===== config.mk =====
export PLATFORM = sky130hd
export DESIGN_NAME = rgb_fade_pwm
export DESIGN_NICKNAME = d
export VERILOG_FILES = /design/src/rtl/rgb_fade_pwm.sv
export SDC_FILE = /design/constraint.sdc
export NUM_CORES = 1
export LEC_CHECK = 0
export CORE_UTILIZATION = 30
export CTS_CLUSTER_DIAMETER = 30
export DETAILED_ROUTE_END_ITERATION = 6
export SLEW_MARGIN = 0
export SYNTH_ARGS = -nofsm -noshare
export SYNTH_HDL_FRONTEND = slang
export SYNTH_SLANG_ARGS = --single-unit

===== constraint.sdc =====
create_clock -name clk -period 7.9 [get_ports clk]
set_input_delay 1.58 -clock clk [delete_from_list [all_inputs] [get_ports clk]]
set_output_delay 1.58 -clock clk [all_outputs]
set_load 0.01 [all_outputs]

===== src/rtl/rgb_fade_pwm.sv =====
// Three-channel LED fader: on/off requests become linear brightness ramps
// that drive one registered PWM output per channel.
module rgb_fade_pwm #(
    parameter int PWM_BITS = 8,
    parameter int FADE_DIV = 1024,
    parameter bit INVERT   = 1'b0
) (
    input  logic                clk,
    input  logic                rst,
    input  logic                en,
    input  logic                led_r_in,
    input  logic                led_g_in,
    input  logic                led_b_in,
    output logic                pwm_r,
    output logic                pwm_g,
    output logic                pwm_b,
    output logic [PWM_BITS-1:0] level_r,
    output logic [PWM_BITS-1:0] level_g,
    output logic [PWM_BITS-1:0] level_b,
    output logic                busy
);
    // state   | meaning
    // ST_OFF  | dark, level held at 0
    // ST_RISE | level steps up once per tick
    // ST_ON   | fully lit, level held at MAX_LEVEL
    // ST_FALL | level steps down once per tick
    typedef enum logic [1:0] {ST_OFF, ST_RISE, ST_ON, ST_FALL} state_t;

    localparam int                  DIV_W     = (FADE_DIV > 1) ? $clog2(FADE_DIV) : 1;
    localparam logic [PWM_BITS-1:0] MAX_LEVEL = '1;

    logic [PWM_BITS-1:0] r_pwm_cnt;
    logic [DIV_W-1:0]    r_div_cnt;
    logic                w_tick;
    logic [2:0]          w_led_in;
    logic [2:0]          r_in_q;
    logic [2:0]          r_pwm;
    logic [2:0]          w_raw;
    logic [2:0]          w_active;
    logic                r_busy;
    state_t              r_state     [3];
    state_t              w_state_nxt [3];
    logic [PWM_BITS-1:0] r_level     [3];
    logic [PWM_BITS-1:0] w_level_nxt [3];

    assign w_led_in = {led_b_in, led_g_in, led_r_in};
    assign w_tick   = en && (r_div_cnt == DIV_W'(FADE_DIV - 1));

    always_ff @(posedge clk or posedge rst) begin
        if (rst) begin
            r_pwm_cnt <= '0;
            r_div_cnt <= '0;
            r_in_q    <= '0;
            r_pwm     <= {3{INVERT}};
            r_busy    <= 1'b0;
            for (int i = 0; i < 3; i++) begin
                r_state[i] <= ST_OFF;
                r_level[i] <= '0;
            end
        end else begin
            r_pwm_cnt <= r_pwm_cnt + PWM_BITS'(1);
            if (en) begin
                r_div_cnt <= w_tick ? '0 : r_div_cnt + DIV_W'(1);
            end
            r_in_q <= w_led_in;
            r_pwm  <= w_raw ^ {3{INVERT}};
            r_busy <= |w_active;
            for (int i = 0; i < 3; i++) begin
                r_state[i] <= w_state_nxt[i];
                r_level[i] <= w_level_nxt[i];
            end
        end
    end

    always_comb begin
        for (int i = 0; i < 3; i++) begin
            w_level_nxt[i] = r_level[i];
            w_state_nxt[i] = r_state[i];
            // Step direction follows the state held before the edge; ends saturate
            if (w_tick) begin
                if (r_state[i] == ST_RISE && r_level[i] != MAX_LEVEL) begin
                    w_level_nxt[i] = r_level[i] + PWM_BITS'(1);
                end else if (r_state[i] == ST_FALL && r_level[i] != '0) begin
                    w_level_nxt[i] = r_level[i] - PWM_BITS'(1);
                end
            end
            case (r_state[i])
                ST_OFF: begin
                    if (r_in_q[i]) w_state_nxt[i] = ST_RISE;
                end
                ST_RISE: begin
                    if (!r_in_q[i])                                    w_state_nxt[i] = ST_FALL;
                    else if (w_tick && w_level_nxt[i] == MAX_LEVEL)    w_state_nxt[i] = ST_ON;
                end
                ST_ON: begin
                    if (!r_in_q[i]) w_state_nxt[i] = ST_FALL;
                end
                ST_FALL: begin
                    if (r_in_q[i])                                     w_state_nxt[i] = ST_RISE;
                    else if (w_tick && w_level_nxt[i] == '0)           w_state_nxt[i] = ST_OFF;
                end
                default: w_state_nxt[i] = ST_OFF;
            endcase
            w_active[i] = (r_state[i] == ST_RISE) || (r_state[i] == ST_FALL);
            w_raw[i]    = (r_level[i] == MAX_LEVEL) || (r_level[i] > r_pwm_cnt);
        end
    end

    assign pwm_r   = r_pwm[0];
    assign pwm_g   = r_pwm[1];
    assign pwm_b   = r_pwm[2];
    assign level_r = r_level[0];
    assign level_g = r_level[1];
    assign level_b = r_level[2];
    assign busy    = r_busy;

endmodule


Word level (Yosys, flattened, before mapping)
Index checks and enable logic that the tools add are counted.

word-level totals
  register bits after elaboration = 55
  latch bits = 0
  RAM bits = 0
  memory bits (read-only) = 0
  bits of input ports = 6
  output and inout bits = 28
  logic and storage cells = 116
  memories = 0

operators by class
  add/subtract/negate cells = 8
  $mul = 0
  div/mod/pow operators = 0
  order comparisons = 3
  equal/unequal tests = 31
  shift operators = 0
  mux-type cells = 31
  bitwise operators = 0
  reductions and logical operators = 32

operators by type and width
  kind                                                                      number
  8-bit 2-to-1 mux                                                          9
  8-bit equality test (second input constant)                               6
  2-bit 2-to-1 mux                                                          18
  8-bit by 1-bit adder with 8-bit output (second input constant)            4
  8-bit > comparator                                                        3
  8-bit logical NOT                                                         3
  8-bit inequality test (second input constant)                             3
  2-bit one-hot mux with 4 select lines                                     3
  8-bit nonzero test                                                        3
  8-bit by 1-bit subtractor with 8-bit output (second input constant)       3
  3-bit by 2-bit inequality test with 1-bit output (second input constant)  6
  1-bit logical AND                                                         13
  2-bit equality test (second input constant)                               6
  2-bit inequality test (second input constant)                             6
  4-bit AND reduction                                                       3
  10-bit by 1-bit adder with 10-bit output (second input constant)          1
  10-bit equality test (second input constant)                              1
  10-bit 2-to-1 mux                                                         1
  2-bit by 1-bit equality test with 1-bit output (second input constant)    3
  2-bit logical NOT                                                         3
  1-bit logical OR                                                          6
  3-bit OR reduction                                                        1

Depth between registers and ports, before layout
  depth after elaboration = 10
  mapped depth = 12
  depth with buffers taken out = 10

Least setup slack after synthesis
Ideal clock, no wire load.

  path type = input to register
  start point = in en
  end point = reg r_state[3] (netlist bit)
  data arrival time = 3.867 ns
  required time = 7.772 ns
  path slack = 3.906 ns
  stages = 11
  path buffers = 3
  cell sequence = buf_2 -> nand3_2 -> or3_4 -> buf_6 -> buf_2 -> a221oi_2 -> xnor2_1 -> nand3_1 -> or3_1 -> o211ai_1 -> mux2_1

on the way
  word-level cells in the longest chain between the ends = 6

ends and longest elaborated chain
  what                                                        line     RTL
  start: declaration                                          10       input logic en,
  1-bit logical AND (*)                                       47       assign w_tick = en && (r_div_cnt == DIV_W'(FADE_DIV - 1));
  8-bit 2-to-1 mux                                            80       if (w_tick) begin
  8-bit equality test or 8-bit logical NOT (tied branches)    93, 100
  1-bit logical AND (on tied branches)                        93, 100
  3-bit by 2-bit inequality test with 1-bit output (no line)  --
  4-bit AND reduction (no line) (*)                           --
  end signal: indexed assignment                              69       r_state[i] <= w_state_nxt[i];
  end: declaration                                            41       state_t r_state [3];

Mark *: on every way between the ends. The rest lies on a longest branch, timed or not.
A chain may end at the register's enable or synchronous reset.

Final worst setup path
Same ends and word-level chain as after synthesis.

==> metrics.csv <==
metric,value,unit
Crit. End Element,flop,
Die Wd,123,um
"Net Count, Synth",537,
post-CTS sizing,0,
crit path max fanout,35,
"Setup Fix Bufs, Post-CTS",0,
Post-Synth Adder-Cell Area,14.2,%
# rows,43,
clk_skew,0.00517,ns
CTS tree,yes,
HP Class,reg2reg,
Fin Setup TNS,0,ns
DRC violations left,0,
cell count after synthesis,481,
"FF+latch count, synth",55,
worst vdd ir,0.0833,mV
main area contributors after synthesis,"dfrtp_1 (31%), ha_1 (14%), xnor2_1 (3.8%)",
ant diodes,0,
clock root cell,clkbuf_16,
Fmax,234,MHz
Tmin final,4.27,ns
Synth Area in Compound Gates,19.0,%
NetSw,362,uW
DP Area,4870,um2
mux share of post-synthesis cell area,2.35,%
multi-input logic area,2810,um2
Required @ worst endpoint,8.09,ns
DIE HEIGHT,123,um
critical path data arrival time,4.45,ns
final wirelength,11000,um
YS warnings,0,
"Clk Latency, worst-skew pair",0.30,ns
largest area contributor in the synthesized netlist,dfrtp_1,
Tcrit/Tclk final,54.0,%
CTS Buffer Depth,2,
"Primary FF master, synth",dfrtp_1,
Worst Tran Pin Value,0.762,ns
MaxCap Viol Count,0,
Seq pwr share,37.4,%
Clk pwr share,23.4,%
Hold Buf Count CTS,0,
Post-synth EDFFs,0,
H-tree depth,2,
CTS buffer count,5,
RSZ-0062 raised after global routing,false,
Post-DP HPWL,7880,um
Mean Syn Cell Area,9.19,um2
"CTS clk-pin slew, worst paths",0.07,ns
Logic pwr share,39.2,%
fillcell total,1445,
Hold Crit Start,r_pwm_cnt[6]$_DFF_PP0_,
Pre-Repair DR Iteration Count,5,
pwr dens,187,nW/um2
Initial Util,31.2,%
Post-Synth Simple-Gate Area,22.1,%
Routed Antenna Nets,0,
initial antenna violation count,0,
largest net degree at the start of global routing,56,
P_leak,0.00204,uW
drt wl/cell,16.0,um
core area,14100,um2
Via density,5.51,
XOR/XNOR Fraction of Synth Area,5.92,%
switching part of the total,38.6,%
final-report hold violation count,0,
r2r startpoint,r_state[3]$_DFFE_PP0P_,
first-pass GRT wire length,18100,um
IO buf count,33,
Nets,559,
vias in the first global route,3670,
CP Launch Type,primary input,
CP startpoint,en,
RePlAce Congestion,0.842,
clk sinks,55,
Setup Viol. Count Final,0,
outcome,finished clean,
WS Path Type,in2reg,
Max-slew headroom,48.9,%
IO Pins,34,
asr flop ratio synth,100,%
Yosys top cell area share,31.1,%
Netlist cell types,75,
GRT Total Usage,15.1,%
"Slew Viols, Final",0,
layout overhead on the synthesized area,13.3,%
Power Internal,576,uW
layout cells sized above 1,6.94,%
main combinational cell family by area after synthesis,simple AND/OR/NAND/NOR gates,
GR Overflow Total,0,
post-synthesis sequential area ratio,31.1,%
final instance area,5010,um2
Die ar.,15200,um2
vias,3768,
register area,1380,um2
synthesized area,4420,um2
initial DRC count,306,
-- power by group through the flow --
stage / sequential [uW] / clock, uW / combinational [uW]
finish: 351 / 219 / 367
global placement: 354 / 0 / 358
global route: 357 / 240 / 407
detailed placement: 356 / 0 / 364
floorplan: 350 / 0 / 287
CTS: 351 / 227 / 365
-- Yosys cell counts, types with 16 or more instances --
| library cell | instances |
|---|---|
| nor3_1 | 18 |
| o21ai_0 | 28 |
| xnor2_1 | 19 |
| dfrtp_1 | 55 |
| a21oi_1 | 27 |
| inv_1 | 30 |
| nand4_1 | 16 |
| ha_1 | 50 |
| nand3_1 | 23 |
| nand2_1 | 22 |
| nor2_1 | 19 |
-- final timing paths --
| kind | slack, ns | depth (start not counted) | to |
|---|---|---|---|
| min reg2reg | 0.48 | 1 | r_pwm_cnt[6]$_DFF_PP0_ |
| max reg2reg | 4.60 | 10 | r_state[3]$_DFFE_PP0P_ |
| min in group asynchronous | 1.80 | 3 | r_div_cnt[2]$_DFFE_PP0P_ |
| max in group asynchronous | 5.61 | 3 | r_pwm_cnt[6]$_DFF_PP0_ |
| min | 0.48 | 1 | r_pwm_cnt[6]$_DFF_PP0_ |
| max | 3.63 | 9 | r_state[3]$_DFFE_PP0P_ |
-- cells by family after synthesis --
kind of cell / count (synthesis)
AO/OA/AOI/OAI: 123
multiplexers: 9
flip-flops: 55
XOR/XNOR: 29
buffers and inverters: 50
AND/OR/NAND/NOR: 165
adder cells (fa/ha/maj): 50
-- metal layers --
layer | part of all wire (%) | routed length [um] | track usage (%) | up-vias
met2 | 46 | 5060 | 25.3 | 120
met1 | 48 | 5230 | 19.9 | 1791
met4 | 1.6 | 174 | 5.27 | 0
met5 | 0 | 0 | 0 | -
met3 | 4.6 | 509 | 2.03 | 10
li1 | - | - | - | 1847
-- area by class of cell --
type | instances | share of cell area (%)
clock inverters | 1 | 0.100
flip-flops and latches | 55 | 27.5
repair buffers | 35 | 6.90
inverters | 30 | 2.25
multi-input cells | 376 | 56.1
well taps | 180 | 4.50
clock buffers | 7 | 2.65
-- flip-flops by register name, summed over array words and instances (netlist names) --
name and flops:
busy 1, level_b 8, level_g 8, level_r 8, r_div_cnt 10, r_in_q 3
r_pwm 3, r_pwm_cnt 8, r_state 6
-- cell usage in the layout (no fill, tap or decap), drive strengths merged, types with 8 or more instances in the layout --
cell type      synthesis  final
dfrtp                 55     55
ha                    50     50
clkdlybuf4s50          0     33
o21ai                 31     31
inv                   30     30
a21oi                 28     28
nand3                 25     25
nand2                 22     22
nor3                  20     20
nor2                  19     19
xnor2                 19     19
nand4                 16     16
xor2                  10     10
nor4                   9      9
o211ai                 8      8
-- critical path: stages --
cell             delay [ns]
clkdlybuf4s50_1        0.62
nand3_2                0.15
or3_4                  0.57
a221oi_2               0.25
xnor2_1                0.19
nand3_1                0.09
or3_1                  0.35
o211ai_1               0.27
mux2_1                 0.35
-- metrics by stage --
stage	setup slack, ns	cells	hold slack [ns]	util, %	power, uW
after global routing	3.40	684	0.489	35.4	1000
final	3.63	684	0.480	35.4	938
after floorplan	3.91	481	0.445	-	636
after global placement	3.36	676	0.462	34.4	712
after CTS	3.63	684	0.481	35.4	944
after detailed placement	3.32	676	0.472	34.4	720
No activity file was read; power rests on OpenSTA's default activity.
